$ cat config.mk
export PLATFORM = sky130hd
export DESIGN_NAME = spi_bus_arbiter
export DESIGN_NICKNAME = d
export VERILOG_FILES = /design/src/rtl/spi_bus_arbiter.sv
export SDC_FILE = /design/constraint.sdc
export NUM_CORES = 1
export LEC_CHECK = 0
export BUFFER_PORTS_ARGS = -buffer_cell sky130_fd_sc_hd__buf_4
export CAP_MARGIN = 20
export CORE_UTILIZATION = 51
export CTS_CLUSTER_DIAMETER = 150
export DETAILED_ROUTE_END_ITERATION = 10
export PLACE_DENSITY = 0.84
export SLEW_MARGIN = 20
export SYNTH_ARGS = -nofsm -noshare
export SYNTH_HDL_FRONTEND = slang
export SYNTH_SLANG_ARGS = --single-unit
$ cat constraint.sdc
create_clock -name clk -period 3.7 [get_ports clk]
set_clock_uncertainty 0.15 [all_clocks]
set_input_delay 0.74 -clock clk [delete_from_list [all_inputs] [get_ports clk]]
set_output_delay 0.74 -clock clk [all_outputs]
set_load 0.01 [all_outputs]
$ cat src/rtl/spi_bus_arbiter.sv
// spi_bus_arbiter
//   Shares one SPI byte engine between three requesters (sdcard, flash, lcd).
//   A requester owns the bus for a whole multi-byte transaction: chip-select is
//   raised, held across all bytes, then dropped for a quiet gap before the next
//   owner is picked round-robin.
//
// Ports
//   clk, rst              clock, synchronous active-high reset
//   req_valid[2:0]        per-requester byte valid (0 sdcard, 1 flash, 2 lcd)
//   req_last[2:0]         presented byte closes that requester's transaction
//   tx_data[23:0]         requester i byte on [8i+7:8i]
//   lcd_c_d               lcd command/data bit, sampled with each lcd byte
//   grant[2:0]            one-hot owner while its transaction is open
//   byte_done[2:0]        1-cycle pulse to the owner when its byte completed
//   rx_data[7:0]          received byte, valid with byte_done
//   err[2:0]              1-cycle pulse to the owner on engine timeout
//   eng_start             1-cycle start pulse to the byte engine
//   eng_data[7:0]         byte to shift out
//   eng_cs[2:0]           100 sdcard, 010 flash, 001 lcd, 000 none
//   eng_c_d               lcd command/data bit to the engine
//   eng_done, eng_rx[7:0] engine byte-complete pulse and received byte

module spi_bus_arbiter #(
  parameter int CS_SETUP = 2,
  parameter int CS_GAP   = 4,
  parameter int TIMEOUT  = 1000
) (
  input  logic        clk,
  input  logic        rst,
  input  logic [2:0]  req_valid,
  input  logic [2:0]  req_last,
  input  logic [23:0] tx_data,
  input  logic        lcd_c_d,
  output logic [2:0]  grant,
  output logic [2:0]  byte_done,
  output logic [7:0]  rx_data,
  output logic [2:0]  err,
  output logic        eng_start,
  output logic [7:0]  eng_data,
  output logic [2:0]  eng_cs,
  output logic        eng_c_d,
  input  logic        eng_done,
  input  logic [7:0]  eng_rx
);

  // One shared counter serves SETUP, WAIT and GAP, so it is sized for the largest.
  localparam int MAX_A = (CS_SETUP > CS_GAP) ? CS_SETUP : CS_GAP;
  localparam int MAX_C = (TIMEOUT > MAX_A) ? TIMEOUT : MAX_A;
  localparam int CW    = $clog2(MAX_C + 1);
  localparam logic [CW-1:0] SETUP_END = CW'(CS_SETUP - 1);
  localparam logic [CW-1:0] GAP_END   = CW'(CS_GAP - 1);
  localparam logic [CW-1:0] WAIT_END  = CW'(TIMEOUT - 1);

  typedef enum logic [2:0] {IDLE, SETUP, ISSUE, WAIT, HOLD, GAP} state_t;

  state_t        state, state_next;
  logic [CW-1:0] cnt, cnt_next;
  logic [1:0]    owner;
  logic [2:0]    owner_oh;
  logic [7:0]    data_q;
  logic          cd_q;
  logic          last_q;
  logic          active;
  logic [7:0]    issue_byte;
  logic          issue_cd;

  // Pick the first valid requester after prev, wrapping sdcard -> flash -> lcd.
  function automatic logic [1:0] rr_pick(input logic [2:0] valid, input logic [1:0] prev);
    logic [1:0] first, second, third;
    case (prev)
      2'd0:    begin first = 2'd1; second = 2'd2; third = 2'd0; end
      2'd1:    begin first = 2'd2; second = 2'd0; third = 2'd1; end
      default: begin first = 2'd0; second = 2'd1; third = 2'd2; end
    endcase
    if (valid[first])       rr_pick = first;
    else if (valid[second]) rr_pick = second;
    else                    rr_pick = third;
  endfunction

  assign owner_oh   = 3'b001 << owner;
  assign issue_byte = tx_data[{owner, 3'b000} +: 8];
  assign issue_cd   = (owner == 2'd2) ? lcd_c_d : 1'b0;

  // State, counter and datapath registers. owner doubles as the round-robin
  // pointer: it keeps the last granted index, and resets to lcd so sdcard wins
  // first. Byte, c/d and last flag are captured in ISSUE so the engine and the
  // WAIT exit decision see the values belonging to the byte actually started.
  always_ff @(posedge clk) begin
    if (rst) begin
      state  <= IDLE;
      cnt    <= '0;
      owner  <= 2'd2;
      data_q <= '0;
      cd_q   <= 1'b0;
      last_q <= 1'b0;
    end else begin
      state <= state_next;
      cnt   <= cnt_next;
      if (state == IDLE && |req_valid) begin
        owner <= rr_pick(req_valid, owner);
      end
      if (state == ISSUE) begin
        data_q <= issue_byte;
        cd_q   <= issue_cd;
        last_q <= req_last[owner];
      end
    end
  end

  // Next-state and output decode. Chip-select and grant follow the state so
  // they cannot move while a byte is in flight, and they drop immediately on
  // reset. A completion arriving in the timeout cycle is honoured as a byte.
  always_comb begin
    state_next = state;
    cnt_next   = cnt;
    active     = 1'b0;
    eng_start  = 1'b0;
    byte_done  = 3'b000;
    rx_data    = 8'h00;
    err        = 3'b000;
    case (state)
      IDLE: begin
        if (|req_valid) begin
          state_next = SETUP;
          cnt_next   = '0;
        end
      end
      SETUP: begin
        active = 1'b1;
        if (cnt == SETUP_END) begin
          state_next = ISSUE;
          cnt_next   = '0;
        end else begin
          cnt_next = cnt + CW'(1);
        end
      end
      ISSUE: begin
        active     = 1'b1;
        eng_start  = 1'b1;
        state_next = WAIT;
        cnt_next   = '0;
      end
      WAIT: begin
        active = 1'b1;
        if (eng_done) begin
          byte_done  = owner_oh;
          rx_data    = eng_rx;
          state_next = last_q ? GAP : HOLD;
          cnt_next   = '0;
        end else if (cnt == WAIT_END) begin
          err        = owner_oh;
          state_next = GAP;
          cnt_next   = '0;
        end else begin
          cnt_next = cnt + CW'(1);
        end
      end
      HOLD: begin
        active = 1'b1;
        if (req_valid[owner]) begin
          state_next = ISSUE;
        end
      end
      GAP: begin
        if (cnt == GAP_END) begin
          state_next = IDLE;
          cnt_next   = '0;
        end else begin
          cnt_next = cnt + CW'(1);
        end
      end
      default: begin
        state_next = IDLE;
        cnt_next   = '0;
      end
    endcase
  end

  assign grant    = active ? owner_oh : 3'b000;
  assign eng_cs   = {grant[0], grant[1], grant[2]};
  assign eng_data = (state == ISSUE) ? issue_byte : data_q;
  assign eng_c_d  = (state == ISSUE) ? issue_cd : cd_q;

endmodule

==> metrics.log <==
[metrics] non-filler cells, final: between 300 and 400
[metrics] dominant combinational cell family by area after synthesis: simple AND/OR/NAND/NOR gates
[metrics] met3 usage in global routing: 3.46%
[metrics] total number of H-tree levels: 1
[metrics] antenna cell count: 0
[metrics] post-place instance area: 2230 sq um
[metrics] Setup CP Type: flip-flop to output pin
[metrics] GR Layer Usage met1: approximately a third
[metrics] Root Driver: clkbuf_4
[metrics] share of final-layout standard cells stronger than drive strength 1: 29.8%
[metrics] Cell Pwr Density: about 470 nW/um^2
[metrics] count of pins on the block boundary: between 70 and 80
[metrics] via count of the first global-routing pass: 1573
[metrics] Site Rows: 20
[metrics] most frequent cell after synthesis: nor2_1
[metrics] fraction of the mapped netlist area in simple logic gates: 28.7%
[metrics] overall die area: 3580 sq um
[metrics] drt initial violations: 99
[metrics] buffering stage count on the worst path with inverters included: 1
[metrics] via count normalized by instance count: 5.67
[metrics] count of final setup violators: 0
[metrics] clock-pin slew on the worst setup and hold paths: 0.14 ns
[metrics] global-route usage over all layers: 24.3%
[metrics] post-CTS repair timing setup buffer count: 0
[metrics] Synth Warn #: 0
[metrics] register bit total from synthesis: 25
[metrics] crit path launch type: flip-flop
[metrics] # DRC: 0
[metrics] number of maximum-capacitance violations: 0
[metrics] routability congestion estimate: 0.794
[metrics] number of input and output port buffers inserted: 71
[metrics] CTS-repair resized insts: 0
[metrics] Critical Path RT: 2.81 ns
[metrics] area share of the largest cell type after synthesis: 29.3%
[metrics] post-layout net count: 330
[metrics] final core utilization: between 70 and 80%
[metrics] result of the run: complete, no violations
[metrics] detailed-route wire length per cell: 13.1 um
[metrics] x dimension of the die: 59.8 um
[metrics] TritonCTS clock tree: built
[metrics] hold-fix buffers at CTS: 0
[metrics] aggregate routed wire length: 4.32 mm
[metrics] highest attainable clock frequency: 317 MHz
[metrics] wire length of the first global-routing pass: 6.73 mm
[metrics] static leakage: 0.957 nW
[metrics] overflow left after global routing: 0
[metrics] post-layout min period: 3.16 ns
[metrics] post-synth net total: ~270
[metrics] Syn Std Cell Area: 1710 sq um
[metrics] average cell area after synthesis: 7.52 sq um
[metrics] pin count of the biggest net entering global routing: 30
[metrics] post-route fraction of the period consumed by the critical path: 85.3%
[metrics] worst min-delay path class: flip-flop to flip-flop
[metrics] kind of end point of the critical path: output pin
[metrics] top cell family by delay on the critical path: flip-flops
[metrics] number of antenna-violating nets in the routed design: 0
[metrics] effective utilization at floorplan: 55.0%
[metrics] buffer levels on the longest clock path: 2
[metrics] Netlist cell types: 45
[metrics] number of enable-type register cells in the synthesized netlist: 0
[metrics] Layout Cell Area excl Fill: 2260 sq um
[metrics] count of clock tree sinks: 25
[metrics] initial antenna violation count: 0
[metrics] most numerous cell types in the synthesized netlist: nor2_1 (30), a21oi_1 (25), dfxtp_1 (25), nand2_1 (13), nor3_1 (12)
[metrics] proportion of register bits with asynchronous set or reset after synthesis: 0%
[metrics] grt met2 use: a little over 40%
[metrics] Main synth FF type: dfxtp_1
[metrics] CP max stage delay: 0.77 ns
[metrics] cells taking the most area after synthesis: dfxtp_1 (29%), a21oi_1 (7.3%), nor2_1 (6.6%), mux2i_1 (6.5%), a211oi_1 (4.0%)
[metrics] Arrival @ worst endpoint: 2.27 ns
[metrics] Post-Synth XOR/XNOR Area: 0.513%
[metrics] count of endpoints failing hold in the final timing report: 0
[metrics] count of final max-slew check failures: 0
[metrics] number of placed instances with taps included: 325
[metrics] Adder-Cell Fraction of Synth Area: 1.47%
[metrics] Pre-antenna DRT Iters: 4
[metrics] area fraction in compound gates after synthesis: 24.6%
[metrics] Num CTS Buffers: 3
[metrics] portion of netlist area occupied by mux cells: between 7 and 8%
[metrics] Peak VDD IR: 0.000285 V
[metrics] area inside the core boundary: 3100 sq um
[metrics] Max-slew headroom: 53.3%
[metrics] Detail Placement HPWL: 3.21 mm
[metrics] Total Negative Setup Slacks: 0 ns
[metrics] transition time of the tightest slew-check pin: 0.699 ns
[metrics] part of the Yosys area used for sequential elements: 29.3%
[metrics] global-route layer with the greatest usage: met2
[metrics] Syn-to-layout area delta: 32.3%
[metrics] maximum fanout along the worst path: 20
[metrics] Filler Cells Inserted: 268
[metrics] cell type with the highest occurrence count on the critical path: a21oi_1
[metrics] chain of cells forming the critical path: nor2b_1 > a21oi_1 > a21oi_1 > buf_4
[metrics] crit path max-delay cell type: dfxtp_1
[metrics] unrepaired setup endpoints after global routing: false
[metrics] largest area contributor in the netlist: dfxtp_1
[metrics] number of vias in the routed layout: 1865
[metrics] Die H: roughly 60 um
[metrics] number of instances in the synthesized netlist: roughly 230
[metrics] worst skew pair latency: around 0.32 ns
-- tightest hold or removal path, stage by stage (launching register included) --
cell	delay [ns]
dfxtp_1	0.36
nand2_1	0.07
a21oi_1	0.05
-- path summary, 6_finish.rpt --
check           start  cells past startpoint  slack (ns)          end
max          owner[1]                      4        0.54  eng_data[4]
min            cnt[1]                      2        0.36       cnt[1]
max reg2reg    cnt[0]                      6        1.23     state[2]
min reg2reg    cnt[1]                      2        0.36       cnt[1]
-- stage by stage --
step	hold slack (ns)	power [W]	setup slack, ns
global route	0.397	0.00114	0.399
global placement	0.329	0.000928	0.977
CTS	0.362	0.00107	0.546
floorplan	0.312	0.000747	1.38
finish	0.360	0.00106	0.543
detailed placement	0.343	0.000939	0.948
-- cell usage in the layout, fill, tap and decap left out, types with 2 or more instances in the layout --
cell      instances
and4bb_1          2
inv_1             6
o21ai_0           6
a211oi_1          9
o22ai_1           6
nand2_1          13
nand3_1           5
nor4_1            5
mux2i_1          11
o211ai_1          2
and3_1            8
o21a_1            4
and2_1            2
nor3_1           12
ha_1              2
nor2_1           30
buf_4            75
nand3b_1          2
clkbuf_4          3
dfxtp_1          25
nor2b_1           6
a21oi_1          25
nand2b_1          4
-- kinds of logic after synthesis --
| group | count (synthesis) |
|---|---|
| compound gates | 64 |
| xor+xnor | 1 |
| fa+ha+maj | 2 |
| buf+inv | 27 |
| flops | 25 |
| mux | 13 |
| simple gates | 95 |
-- final cells by class --
cell class	instances	area (sq um)	share of cell area (%)
Inverter	6	22.5	0.998
Tap cell	44	55.1	2.44
Sequential cell	25	500	22.2
Timing Repair Buffer	75	563	24.9
Multi-Input combinational cell	175	1090	48.1
Clock inverter	1	7.51	0.333
Clock buffer	3	22.5	0.998
-- where the power goes --
part           internal [W]  switching (W)
combinational      0.000268       0.000285
sequential         0.000317      0.0000667
clock             0.0000413      0.0000862
total              0.000626       0.000437
-- flip-flops by register name, summed over array words and instances, names as in the netlist --
signal and count:
last_q 1, owner 2, cd_q 1, data_q 8, state 3, cnt 10
-- per-layer routing --
| metal | up-vias | wire length [um] |
|---|---|---|
| li1 | 942 | - |
| met1 | 859 | 1950 |
| met2 | 56 | 2020 |
| met3 | 8 | 279 |
| met4 | 0 | 70 |
| met5 | - | 0 |
Note: power is estimated with default switching activity, not from simulation.
